`config.mk`:
```
export PLATFORM = sky130hd
export DESIGN_NAME = classifier_argmax
export DESIGN_NICKNAME = d
export VERILOG_FILES = /design/src/rtl/nn_pkg.sv /design/src/rtl/argmax_cmp.sv /design/src/rtl/classifier_argmax.sv
export SDC_FILE = /design/constraint.sdc
export NUM_CORES = 1
export LEC_CHECK = 0
export CAP_MARGIN = 40
export CORE_ASPECT_RATIO = 0.6
export CORE_MARGIN = 5
export CORE_UTILIZATION = 58
export DETAILED_ROUTE_END_ITERATION = 16
export GPL_ROUTABILITY_DRIVEN = 1
export PLACE_DENSITY = 0.95
export REMOVE_ABC_BUFFERS = 1
export SLEW_MARGIN = 10
export SYNTH_ARGS = -nofsm -noshare
export SYNTH_HDL_FRONTEND = slang
export SYNTH_HIERARCHICAL = 1
export SYNTH_SLANG_ARGS = --single-unit
```
`constraint.sdc`:
```
create_clock -name clk -period 6.83 [get_ports clk]
set_input_delay 1.366 -clock clk [delete_from_list [all_inputs] [get_ports clk]]
set_output_delay 1.366 -clock clk [all_outputs]
set_load 0.02 [all_outputs]
```
`src/rtl/nn_pkg.sv`:
```
// Shared defaults, class-index width helper and FSM state encoding for the
// classifier output stage.
package nn_pkg;

    localparam int DEF_DATA_W      = 32;
    localparam int DEF_NUM_CLASSES = 10;

    typedef enum logic [1:0] {IDLE, ACCUM, HOLD} state_t;

    function automatic int class_w(input int n);
        return (n <= 2) ? 1 : $clog2(n);
    endfunction

endpackage

```
`src/rtl/argmax_cmp.sv`:
```
// Combinational signed compare-and-select of one candidate against the stored
// best (and runner-up when ARGMAX_MARGIN_EN is defined).
module argmax_cmp #(
    parameter int DATA_W  = 32,
    parameter int CLASS_W = 4
) (
    input  logic               first,
    input  logic [DATA_W-1:0]  cand,
    input  logic [CLASS_W-1:0] cand_idx,
    input  logic [DATA_W-1:0]  best,
    input  logic [CLASS_W-1:0] best_idx,
`ifdef ARGMAX_MARGIN_EN
    input  logic [DATA_W-1:0]  second,
    output logic [DATA_W-1:0]  new_second,
    output logic [DATA_W-1:0]  margin,
`endif
    output logic [DATA_W-1:0]  new_best,
    output logic [CLASS_W-1:0] new_idx
);

    logic take;

    // Strict compare keeps the lowest index on ties.
    assign take     = first || ($signed(cand) > $signed(best));
    assign new_best = take ? cand : best;
    assign new_idx  = take ? cand_idx : best_idx;

`ifdef ARGMAX_MARGIN_EN
    localparam logic [DATA_W-1:0] S_MIN = {1'b1, {(DATA_W-1){1'b0}}};
    localparam logic [DATA_W-1:0] S_MAX = {1'b0, {(DATA_W-1){1'b1}}};

    logic [DATA_W:0] diff;

    always_comb begin
        new_second = second;
        if (first)
            new_second = S_MIN;
        else if (take)
            new_second = best;
        else if ($signed(cand) > $signed(second))
            new_second = cand;
    end

    // best >= second, so the only possible overflow is past the signed maximum.
    assign diff   = {new_best[DATA_W-1], new_best} - {new_second[DATA_W-1], new_second};
    assign margin = (diff[DATA_W] ^ diff[DATA_W-1]) ? S_MAX : diff[DATA_W-1:0];
`endif

endmodule

```
`src/rtl/classifier_argmax.sv`:
```
// Streams NUM_CLASSES signed neuron results per frame and reports the argmax.
// Define ARGMAX_MARGIN_EN to add out_margin (best minus runner-up, saturated).
module classifier_argmax
    import nn_pkg::*;
#(
    parameter  int NUM_CLASSES = DEF_NUM_CLASSES,
    parameter  int DATA_W      = DEF_DATA_W,
    localparam int CLASS_W     = class_w(NUM_CLASSES)
) (
    input  logic               clk,
    input  logic               rst_n,
    input  logic               in_valid,
    output logic               in_ready,
    input  logic [DATA_W-1:0]  in_data,
    input  logic               in_last,
    output logic               out_valid,
    input  logic               out_ready,
    output logic [CLASS_W-1:0] out_class,
    output logic [DATA_W-1:0]  out_score,
`ifdef ARGMAX_MARGIN_EN
    output logic [DATA_W-1:0]  out_margin,
`endif
    output logic               out_err
);

    localparam int CNT_W = $clog2(NUM_CLASSES + 1);

    state_t             state;
    logic [CNT_W-1:0]   cnt, cnt_next;
    logic [DATA_W-1:0]  best, new_best;
    logic [CLASS_W-1:0] idx, new_idx;
    logic               accept, full, frame_end;

    assign accept    = in_valid && in_ready;
    assign cnt_next  = cnt + 1'b1;
    assign full      = (cnt_next == CNT_W'(NUM_CLASSES));
    assign frame_end = accept && (in_last || full);

`ifdef ARGMAX_MARGIN_EN
    logic [DATA_W-1:0] second, new_second, margin;
`endif

    argmax_cmp #(.DATA_W(DATA_W), .CLASS_W(CLASS_W)) u_cmp (
        .first      (state == IDLE),
        .cand       (in_data),
        .cand_idx   (CLASS_W'(cnt)),
        .best       (best),
        .best_idx   (idx),
`ifdef ARGMAX_MARGIN_EN
        .second     (second),
        .new_second (new_second),
        .margin     (margin),
`endif
        .new_best   (new_best),
        .new_idx    (new_idx)
    );

    always_ff @(posedge clk or negedge rst_n) begin
        if (!rst_n) begin
            state     <= IDLE;
            in_ready  <= 1'b0;
            out_valid <= 1'b0;
            out_class <= '0;
            out_score <= '0;
            out_err   <= 1'b0;
            cnt       <= '0;
            best      <= '0;
            idx       <= '0;
`ifdef ARGMAX_MARGIN_EN
            second     <= '0;
            out_margin <= '0;
`endif
        end else begin
            case (state)
                IDLE, ACCUM: begin
                    in_ready <= !frame_end;
                    if (accept) begin
                        best <= new_best;
                        idx  <= new_idx;
                        cnt  <= cnt_next;
`ifdef ARGMAX_MARGIN_EN
                        second <= new_second;
`endif
                        if (frame_end) begin
                            state     <= HOLD;
                            out_valid <= 1'b1;
                            out_class <= new_idx;
                            out_score <= new_best;
                            out_err   <= !(in_last && full);
`ifdef ARGMAX_MARGIN_EN
                            out_margin <= margin;
`endif
                        end else begin
                            state <= ACCUM;
                        end
                    end
                end
                HOLD: begin
                    // Result registers stay untouched until the consumer takes them.
                    if (out_ready) begin
                        state     <= IDLE;
                        out_valid <= 1'b0;
                        in_ready  <= 1'b1;
                        cnt       <= '0;
                    end
                end
                default: state <= IDLE;
            endcase
        end
    end

endmodule

```
==> results.md, run 1 <==
- # DRC: 0
- GRT busiest layer: met2
- Pre-antenna DRT Iters: 4
- Final setup fails: 0
- Met2 Track Usage GR: 0.349
- Max_cap viols: 0
- Final min period: around 4.5 ns
- Fill cells: between 500 and 600
- Die Y: slightly below 80 microns
- Pin count of the biggest net entering global routing: 64
- DRT iter0 DRCs: 196
- DR vias/cell: about 5.5
- Max-slew headroom: 0.478
- Synth area leader: dfrtp_1
- Post-CTS Hold Buffers: 0
- Setup WS pre-CTS: between 2 and 2.5 ns
- Crit path max fanout: 19
- Endpoints failing hold: 0
- RSZ-0062 raised after global routing: no
- Seq/Total Area, Yosys: 0.445
- Total CTS buffers: 9
- Nets: between 500 and 600
- Fin. max-slew vios: 0
- Die area: approximately 9800 sq um
- Type of the worst setup path: in2reg
- Status: completed
- Global Route met1 Usage: 0.247
- Worst path required time: between 7 and 8 ns
- Max rail drop VDD: 0.244 mV
- Final setup margin: about 2.3 ns
- Global route overflow: 0
- GP Congestion: a little under 0.8
- Worst Reg-to-Reg Cells: 10
- Post-Layout Cell Count: approximately 540
- Cell Area, Placed: between 5000 and 6000 sq um
- Type of origin of the critical path: input port
- Hold Path Depth: 1
- Layout cells sized above 1: 0.291
- Worst-margin pin slew: 0.781 ns
- Routed vias: between 3,000 and 4,000
- Util after Layout: 0.734
- Syn Area/Cell: about 13 sq um
- Clk sink count: between 80 and 90
- WP data arrival: between 4 and 5 ns
- Routed WL: about 9400 microns
- Fin crit share: 0.666
- Layout area overhead: 24.9%
- Root Buffer: clkbuf_16
- Worst hold-check path type: reg2reg
- Final Cell Area: about 5700 sq um
- Post-CTS Setup Bufs: 0
- PostCTS Resize Cnt: 0
- Drt wl/cell: 17.3 microns
- Leakage: 2.59 nW
- Synth unique cells: 36
- Synth area leaders: dfrtp_1 (44%), mux2_2 (18%), mux2_4 (9.9%)
- PD cells: approximately 460 nW/um^2
- Clk_lat worst skew: roughly 0.34 ns
- YS warnings: 6
- Starting Density: 0.588
- Fin Setup TNS: 0 ns
- TritonCTS clock tree: built
- Bufs on Longest Clock Path: 2
- Antenna viol nets, final: 0
- Worst-path clk slew: 0.06 ns
- Inst Count DP: between 500 and 600
- Ant diodes: 0
- Port Buffer Count: 75
- R2R Setup Slk: between 3 and 4 ns
- Io pins: 76
- H-tree depth: 3
- GRT Overall Usage: 0.207
- M3 GR Usage: 0.0850
- Core Area: 7760 sq um
- Antenna violations before repair: 0
- First-pass GRT wire length: between 15,000 and 20,000 microns
- Clk_skew: about 0.0046 ns
- Top-area cell type share of the netlist area: 0.445
- Cells after synthesis: around 350
- Yosys reg bits: 81
- Mapped cell area: ~4600 sq um
- CP endpoint kind: flip-flop
- Die X-Extent: 124 microns
- Max Clk Rate: between 200 and 250 MHz
- Vias in the first global route: roughly 3,200
- Hpwl dp: 6750 microns
- Row Count: 25
==> power breakdown <==
group | internal [W] | total (W) | switching [W] | leakage [nW]
registers | 0.000716 | 0.000879 | 0.000164 | 0.963
logic | 0.000672 | 0.00124 | 0.000568 | 1.46
clock network | 0.000338 | 0.000524 | 0.000186 | 0.162
total | 0.00173 | 0.00264 | 0.000918 | 2.59
==> path summary, 6_finish.rpt <==
kind	start	endpoint
worst max-delay path	in_data[14]	out_score[28]$_DFFE_PN0P_
worst min-delay path	out_valid$_DFFE_PN0P_	out_valid$_DFFE_PN0P_
worst max register to register	best[14]$_DFFE_PN0P_	out_score[28]$_DFFE_PN0P_
worst min register to register	out_valid$_DFFE_PN0P_	out_valid$_DFFE_PN0P_
max in group asynchronous	rst_n	out_score[6]$_DFFE_PN0P_
min in group asynchronous	rst_n	out_score[24]$_DFFE_PN0P_
==> area by class of cell <==
cell class              instances  area (sq um)  area share
multi-input cells             224          2250       0.396
flip-flops and latches         81          2030       0.356
repair buffers                 79           811       0.142
clock buffers                  11           253      0.0444
inverters                      36           135      0.0237
well taps                     108           135      0.0237
clock inverters                 5          77.6      0.0136
==> critical path, stage by stage <==
cell and delay [ns]:
clkdlybuf4s50_1 0.44, ha_1 0.34, nand4_1 0.18, nor4_1 0.63
a32oi_1 0.20, nor2_1 0.14, o22a_2 0.57, buf_12 0.28
mux2_4 0.33, mux2_1 0.29
==> metrics by stage <==
step,total power [W],hold WS (ns)
final,0.00264,0.481
after global routing,0.00282,0.506
after floorplan,0.00167,0.474
after global placement,0.00204,0.464
after detailed placement,0.00212,0.465
after CTS,0.00267,0.479
==> Yosys cell counts, drive strengths merged <==
cell type	instances
ha	34
mux2	108
inv	36
nand2b	2
nor3b	1
a31oi	2
or4b	1
nand3b	3
xor2	2
a21o	6
a21oi	12
a211oi	2
clkbuf	1
o32a	1
nand2	10
o22a	1
o22ai	1
nand3	7
a221o	1
a2111oi	1
and2	1
nand4	7
dfrtp	81
nor2	6
buf	12
o21ai	7
o2bb2ai	2
a32oi	1
nor4	3
or2	2
==> state kept, by name, summed over array words and instances, names as in the netlist <==
signal,count
cnt,4
out_err,1
best,32
out_valid,1
out_class,4
in_ready,1
idx,4
out_score,32
state,2
==> cells in the final DEF, fill, tap and decap left out, types with 3 or more instances in the layout <==
cell	count
nand3b_1	3
mux2_4	30
nor2_1	6
nand3_1	7
clkdlybuf4s50_1	74
nand4_1	7
ha_1	34
nor4_1	3
nand2_1	10
a21oi_1	12
dfrtp_1	81
clkbuf_16	9
inv_1	36
mux2_1	5
buf_4	3
mux2_2	73
o21ai_0	7
a21o_1	6
==> cells by family after synthesis <==
logic type,count (synthesis),share of synthesized area
xor gates and xnor gates,2,0.00384
muxes,108,0.292
and+or+nand+nor,43,0.0502
AOI/OAI and AO/OA,37,0.0554
adders and majority gates,34,0.0933
DFF,81,0.445
buffers and inverters,49,0.0609
==> per-layer routing <==
layer	wire length, microns	part of all wire
met5	0	0
met4	165	0.018
met3	550	0.059
met2	4490	0.48
met1	4180	0.45
Power figures use the tool's default switching activity.
==> run 2, diff against run 1 <==
--- a/config.mk
+++ b/config.mk
@@ -8,10 +8,10 @@
 export CAP_MARGIN = 40
 export CORE_ASPECT_RATIO = 0.6
 export CORE_MARGIN = 5
-export CORE_UTILIZATION = 58
+export CORE_UTILIZATION = 54
 export DETAILED_ROUTE_END_ITERATION = 16
 export GPL_ROUTABILITY_DRIVEN = 1
-export PLACE_DENSITY = 0.95
+export PLACE_DENSITY = 0.92
 export REMOVE_ABC_BUFFERS = 1
 export SLEW_MARGIN = 10
 export SYNTH_ARGS = -nofsm -noshare
==> constraint.sdc (replaced) <==
create_clock -name clk -period 4.25 [get_ports clk]
set_input_delay 0.85 -clock clk [delete_from_list [all_inputs] [get_ports clk]]
set_output_delay 0.85 -clock clk [all_outputs]
set_load 0.02 [all_outputs]
==> results.md, run 2 (synthesis results as in run 1) <==
- Die area: 10,400 sq um (was 9790 sq um)
- Die X-Extent: 129 microns (was 124 microns)
- Antenna violations before repair: 0 (unchanged)
- Pin count of the biggest net entering global routing: 65 (was 64)
- Global route overflow: 0 (unchanged)
- Port Buffer Count: 75 (unchanged)
- Routed WL: 9760 microns (was 9390 microns)
- Worst-margin pin slew: 0.558 ns (was 0.781 ns)
- Nets: 504 (was 502)
- Type of origin of the critical path: input port (unchanged)
- Layout cells sized above 1: 0.285 (was 0.291)
- # DRC: 0 (unchanged)
- Post-CTS Hold Buffers: 0 (unchanged)
- Die Y: 81.2 microns (was 78.7 microns)
- Fin Setup TNS: 0 ns (unchanged)
- Worst-path clk slew: 0.06 ns (about the same)
- Drt wl/cell: 17.8 microns (was 17.3 microns)
- Root Buffer: clkbuf_16 (unchanged)
- Post-Layout Cell Count: 547 (was 544)
- DR vias/cell: 5.44 (was 5.52)
- Final min period: 3.62 ns
- DRT iter0 DRCs: 112 (was 196)
- TritonCTS clock tree: built (unchanged)
- WP data arrival: 3.84 ns (was 4.77 ns)
- Max_cap viols: 0 (unchanged)
- PostCTS Resize Cnt: 0 (unchanged)
- Final setup margin: 0.631 ns (was 2.28 ns)
- Hpwl dp: 7060 microns (was 6750 microns)
- Routed vias: 2,975 (was 3,005)
- Final Cell Area: 5650 sq um (was 5690 sq um)
- Core Area: 8360 sq um (was 7760 sq um)
- Ant diodes: 0 (unchanged)
- Setup WS pre-CTS: 0.259 ns (was 2.02 ns)
- Bufs on Longest Clock Path: 2 (unchanged)
- Most frequent cells in the layout: dfrtp_1 (81), clkdlybuf4s50_1 (74), mux2_2 (73) (unchanged)
- First-pass GRT wire length: 16,200 microns (was 16,000 microns)
- Clk_skew: 0.00809 ns (was 0.00456 ns)
- Antenna viol nets, final: 0 (unchanged)
- Fin. max-slew vios: 0 (unchanged)
- Io pins: 76 (unchanged)
- Final setup fails: 0 (unchanged)
- Crit path max fanout: 12 (was 19)
- Layout area overhead: 23.9% (was 24.9%)
- GRT Overall Usage: 0.200 (was 0.207)
- Post-CTS Setup Bufs: 0 (unchanged)
- Endpoints failing hold: 0 (unchanged)
- Max rail drop VDD: 0.433 mV (was 0.244 mV)
- RSZ-0062 raised after global routing: no (unchanged)
- Clk_lat worst skew: 0.34 ns (about the same)
- Fill cells: 582 (was 550)
- Type of the worst setup path: in2reg (unchanged)
- CP endpoint kind: flip-flop (unchanged)
- Max-slew headroom: 0.625 (was 0.478)
- Largest registers: best: 32 flops, out_score: 32 flops (unchanged)
- H-tree depth: 3 (unchanged)
- Status: completed (unchanged)
- Pre-antenna DRT Iters: 4 (unchanged)
- Max Clk Rate: around 280 MHz
- Cell Area, Placed: 5390 sq um (was 5360 sq um)
- GP Congestion: 0.829 (was 0.788)
- Total CTS buffers: 9 (unchanged)
- Worst path required time: 4.47 ns (was 7.05 ns)
- Clk sink count: 81 (unchanged)
- Vias in the first global route: 3,275 (was 3,245)
- Leakage: 2.56 nW (was 2.59 nW)
- PD cells: 730 nW/um^2 (was 465 nW/um^2)
- Commonest non-fill, non-tap cell in the layout: dfrtp_1 (unchanged)
- Inst Count DP: 534 (was 528)
- Row Count: 26 (was 25)
- Starting Density: 0.545 (was 0.588)
- Worst hold-check path type: in2async (was reg2reg)
- Fin crit share: 0.851
-- run 2: cell types whose count changed in the layout (fill, tap and decap cells not counted) --
cell,change
buf_4,+1
buf_12,+1
clkinv_2,-1
bufinv_16,-2
clkbuf_1,+2
clkbuf_8,-1
clkinvlp_4,-1
-- run 2: area by class of cell --
| type | count | area, sq um | area share |
|---|---|---|---|
| clock buffer | 12 | 246 | 0.0437 |
| multi-input combinational | 224 | 2250 | 0.399 |
| clock inverter | 1 | 5.00 | 0.000887 |
| timing repair buffer | 81 | 838 | 0.148 |
| tap | 112 | 140 | 0.0248 |
| inverter | 36 | 135 | 0.0239 |
| sequential | 81 | 2030 | 0.359 |
-- run 2: final timing paths --
check	from	endpoint	slack (ns)	cells after the start
worst max-delay path	in_data[29]	idx[3]$_DFFE_PN0P_	0.63	10
worst min register to register	out_score[27]$_DFFE_PN0P_	out_score[27]$_DFFE_PN0P_	0.49	1
worst max register to register	best[29]$_DFFE_PN0P_	idx[3]$_DFFE_PN0P_	1.17	10
max in group asynchronous	rst_n	out_score[14]$_DFFE_PN0P_	3.27	2
min in group clk	out_score[27]$_DFFE_PN0P_	out_score[27]$_DFFE_PN0P_	0.49	1
worst min-delay path	rst_n	state[1]$_DFFE_PN0P_	0.39	1
-- run 2: metal layers --
metal | up-vias | routed length, microns | GRT usage
met3 | 7 | 596 | 0.0604
met4 | 0 | 63 | 0.0577
li1 | 1414 | - | -
met2 | 77 | 4670 | 0.335
met1 | 1477 | 4440 | 0.255
met5 | - | 0 | 0
-- run 2: where the power goes --
group          internal [W]  leakage (nW)  switching [W]  total, W
sequential          0.00115         0.963       0.000270   0.00142
clock              0.000401         0.124       0.000280  0.000681
combinational       0.00109          1.48       0.000927   0.00202
total               0.00264          2.56        0.00148   0.00412
-- run 2: metrics by stage --
step	utilization	hold slack (ns)	power [W]
after floorplan	-	0.474	0.00268
after global placement	0.642	0.460	0.00332
after detailed placement	0.645	0.477	0.00344
after CTS	0.675	0.383	0.00415
after global routing	0.675	0.395	0.00439
final	0.675	0.387	0.00412
-- run 2: critical path, stage by stage --
cell and delay (ns):
clkdlybuf4s50_1 0.50, ha_1 0.26, a21o_1 0.18, a21oi_1 0.14, or4b_1 0.46, nor4_1 0.30
o22a_2 0.24, buf_4 0.26, mux2_2 0.38, mux2_2 0.26
==> run 3, diff against run 2 <==
--- a/config.mk
+++ b/config.mk
@@ -11,6 +11,7 @@
 export CORE_UTILIZATION = 54
 export DETAILED_ROUTE_END_ITERATION = 16
 export GPL_ROUTABILITY_DRIVEN = 1
+export GPL_TIMING_DRIVEN = 0
 export PLACE_DENSITY = 0.92
 export REMOVE_ABC_BUFFERS = 1
 export SLEW_MARGIN = 10
==> results.md, run 3 (synthesis results as in run 1) <==
- CP delay by family, top: simple AND/OR/NAND/NOR gates (was buffers and inverters)
- GP Congestion: 0.782 (was 0.829)
- Commonest non-fill, non-tap cell in the layout: dfrtp_1 (unchanged)
- Die X-Extent: 129 microns (unchanged)
- Slowest stage delay, CP: 0.62 ns (was 0.50 ns)
- Worst path cell trace: clkdlybuf4s50_1, ha_1, nand4_1, nor4_1, a32oi_1, nor2_1, o22a_2, buf_12, mux2_2, mux2_2 (was clkdlybuf4s50_1, ha_1, a21o_1, a21oi_1, or4b_1, nor4_1, o22a_2, buf_4, mux2_2, mux2_2)
- RSZ-0062 raised after global routing: no (unchanged)
- Starting Density: 0.545 (unchanged)
- Pin count of the biggest net entering global routing: 51 (was 65)
- Clk_skew: 0.00569 ns (was 0.00809 ns)
- CP most frequent cell: mux2_2 (unchanged)
- Final setup margin: 0.348 ns (was 0.631 ns)
- Post-CTS Setup Bufs: 0 (unchanged)
- H-tree depth: 3 (unchanged)
- # DRC: 0 (unchanged)
- Crit path buf inv count: 2 (unchanged)
- Type of the worst setup path: in2reg (unchanged)
- Total CTS buffers: 9 (unchanged)
- Largest registers: best: 32 flops, out_score: 32 flops (unchanged)
- TritonCTS clock tree: built (unchanged)
- Worst-margin pin slew: 0.701 ns (was 0.558 ns)
- Worst-path clk slew: 0.06 ns (about the same)
- Setup WS pre-CTS: 0.0197 ns (was 0.259 ns)
- Core Area: 8360 sq um (unchanged)
- PnR Total Power: 0.00419 W (was 0.00412 W)
- Final setup fails: 0 (unchanged)
- Layout area overhead: 25.3% (was 23.9%)
- Routed WL: 9240 microns (was 9760 microns)
- Fin. max-slew vios: 0 (unchanged)
- Hold WS: 0.457 ns (was 0.387 ns)
- Status: completed (unchanged)
- Int Pwr: 0.00273 W (was 0.00264 W)
- CP endpoint kind: flip-flop (unchanged)
- PostCTS Resize Cnt: 0 (unchanged)
- Bufs on Longest Clock Path: 2 (unchanged)
- Antenna violations before repair: 0 (unchanged)
- Most frequent cells in the layout: dfrtp_1 (81), clkdlybuf4s50_1 (74), mux2_2 (73) (unchanged)
- Max_cap viols: 0 (unchanged)
- Endpoints failing hold: 0 (unchanged)
- Max Clk Rate: 256 MHz (was 276 MHz)
- Worst path required time: 4.46 ns (was 4.47 ns)
- Final min period: 3.90 ns (was 3.62 ns)
- Die Y: 81.2 microns (unchanged)
- R2R Setup Slk: 0.92 ns (was 1.17 ns)
- Final Cell Area: 5710 sq um (was 5650 sq um)
- Worst path slowest cell: nor4_1 (was clkdlybuf4s50_1)
- Post-CTS Hold Buffers: 0 (unchanged)
- Leakage: 2.60 nW (was 2.56 nW)
- GRT Overall Usage: 0.192 (was 0.200)
- Root Buffer: clkbuf_16 (unchanged)
- First-pass GRT wire length: 15,600 microns (was 16,200 microns)
- Vias in the first global route: 3,324 (was 3,275)
- Io pins: 76 (unchanged)
- Crit path max fanout: 25 (was 12)
- Type of origin of the critical path: input port (unchanged)
- Antenna viol nets, final: 0 (unchanged)
- DRT iter0 DRCs: 142 (was 112)
- Ant diodes: 0 (unchanged)
- Port Buffer Count: 75 (unchanged)
- Reg power frac: 0.337 (was 0.345)
- Cell Area, Placed: 5420 sq um (was 5390 sq um)
- Net Switching: 0.00146 W (was 0.00148 W)
- Logic pwr share: 0.480 (was 0.490)
- Fin crit share: 0.918 (was 0.851)
- Pre-antenna DRT Iters: 4 (unchanged)
- Max-slew headroom: 0.529 (was 0.625)
- PD cells: 733 nW/um^2 (was 730 nW/um^2)
- Worst Reg-to-Reg Cells: 10 (unchanged)
- WP data arrival: 4.12 ns (was 3.84 ns)
- Clk_lat worst skew: 0.33 ns (was 0.34 ns)
- Worst hold-check path type: in2async (unchanged)
- R2r endpoint: best[2]$_DFFE_PN0P_ (was idx[3]$_DFFE_PN0P_)
- Routed vias: 3,003 (was 2,975)
- Clk sink count: 81 (unchanged)
- Die area: 10,400 sq um (unchanged)
- Global route overflow: 0 (unchanged)
- Hpwl dp: 6990 microns (was 7060 microns)
- Row Count: 26 (unchanged)
- Drt wl/cell: 16.8 microns (was 17.8 microns)
- Util after Layout: 0.683 (was 0.675)
- Nets: 504 (unchanged)
- Critical R2R Launch: best[14]$_DFFE_PN0P_ (was best[29]$_DFFE_PN0P_)
- DR vias/cell: 5.47 (was 5.44)
- Clock power frac: 0.183 (was 0.165)
- Fill cells: 587 (was 582)
- Switching Share: 0.349 (was 0.358)
- Max rail drop VDD: 0.375 mV (was 0.433 mV)
- Layout cells sized above 1: 0.291 (was 0.285)
==> run 3: changes by cell type in the layout (fill, tap and decap cells not counted) <==
| cell | before | now |
|---|---|---|
| bufinv_16 | 0 | 1 |
| buf_4 | 4 | 1 |
| clkbuf_8 | 1 | 2 |
| buf_8 | 0 | 3 |
| clkbuf_1 | 2 | 1 |
| clkinv_2 | 1 | 2 |
==> run 3: layout make-up <==
cell class	instances	area (sq um)	area share
Clock buffer	12	256	0.0449
Timing Repair Buffer	81	861	0.151
Multi-Input combinational cell	224	2250	0.394
Sequential cell	81	2030	0.355
Clock inverter	3	40.0	0.00701
Tap cell	112	140	0.0245
Inverter	36	135	0.0237
==> run 3: routing by layer <==
metal | up-vias | global-route usage | routed length, microns | share of wire
li1 | 1428 | - | - | -
met1 | 1497 | 0.239 | 4250 | 0.46
met2 | 66 | 0.322 | 4340 | 0.47
met3 | 12 | 0.0690 | 519 | 0.056
met4 | 0 | 0.0514 | 123 | 0.013
met5 | - | 0 | 0 | 0
==> run 3: how the worst max path moves through the flow <==
stage,endpoint,depth (start not counted),slack [ns],from
after floorplan,out_class[0]$_DFFE_PN0P_,4,0.56,in_valid
after CTS,best[2]$_DFFE_PN0P_,10,0.37,in_data[14]
final,best[2]$_DFFE_PN0P_,10,0.35,in_data[14]
after detailed placement,out_score[27]$_DFFE_PN0P_,10,0.02,in_data[14]
after global placement,out_score[14]$_DFFE_PN0P_,5,-1.04,in_valid
after global routing,best[2]$_DFFE_PN0P_,10,0.20,in_data[13]
==> run 3: power by group through the flow <==
| stage | clock (W) | sequential, W | combinational [W] |
|---|---|---|---|
| global route | 0.000823 | 0.00147 | 0.00219 |
| finish | 0.000767 | 0.00141 | 0.00201 |
| detailed placement | 0 | 0.00142 | 0.00201 |
| global placement | 0 | 0.00138 | 0.00192 |
| floorplan | 0 | 0.00158 | 0.00110 |
| CTS | 0.000788 | 0.00141 | 0.00203 |
==> run 3: stage by stage <==
stage | cells | setup TNS (ns)
after floorplan | 341 | 0
after CTS | 549 | 0
final | 549 | 0
after detailed placement | 534 | 0
after global routing | 549 | 0
after global placement | 528 | -91.09
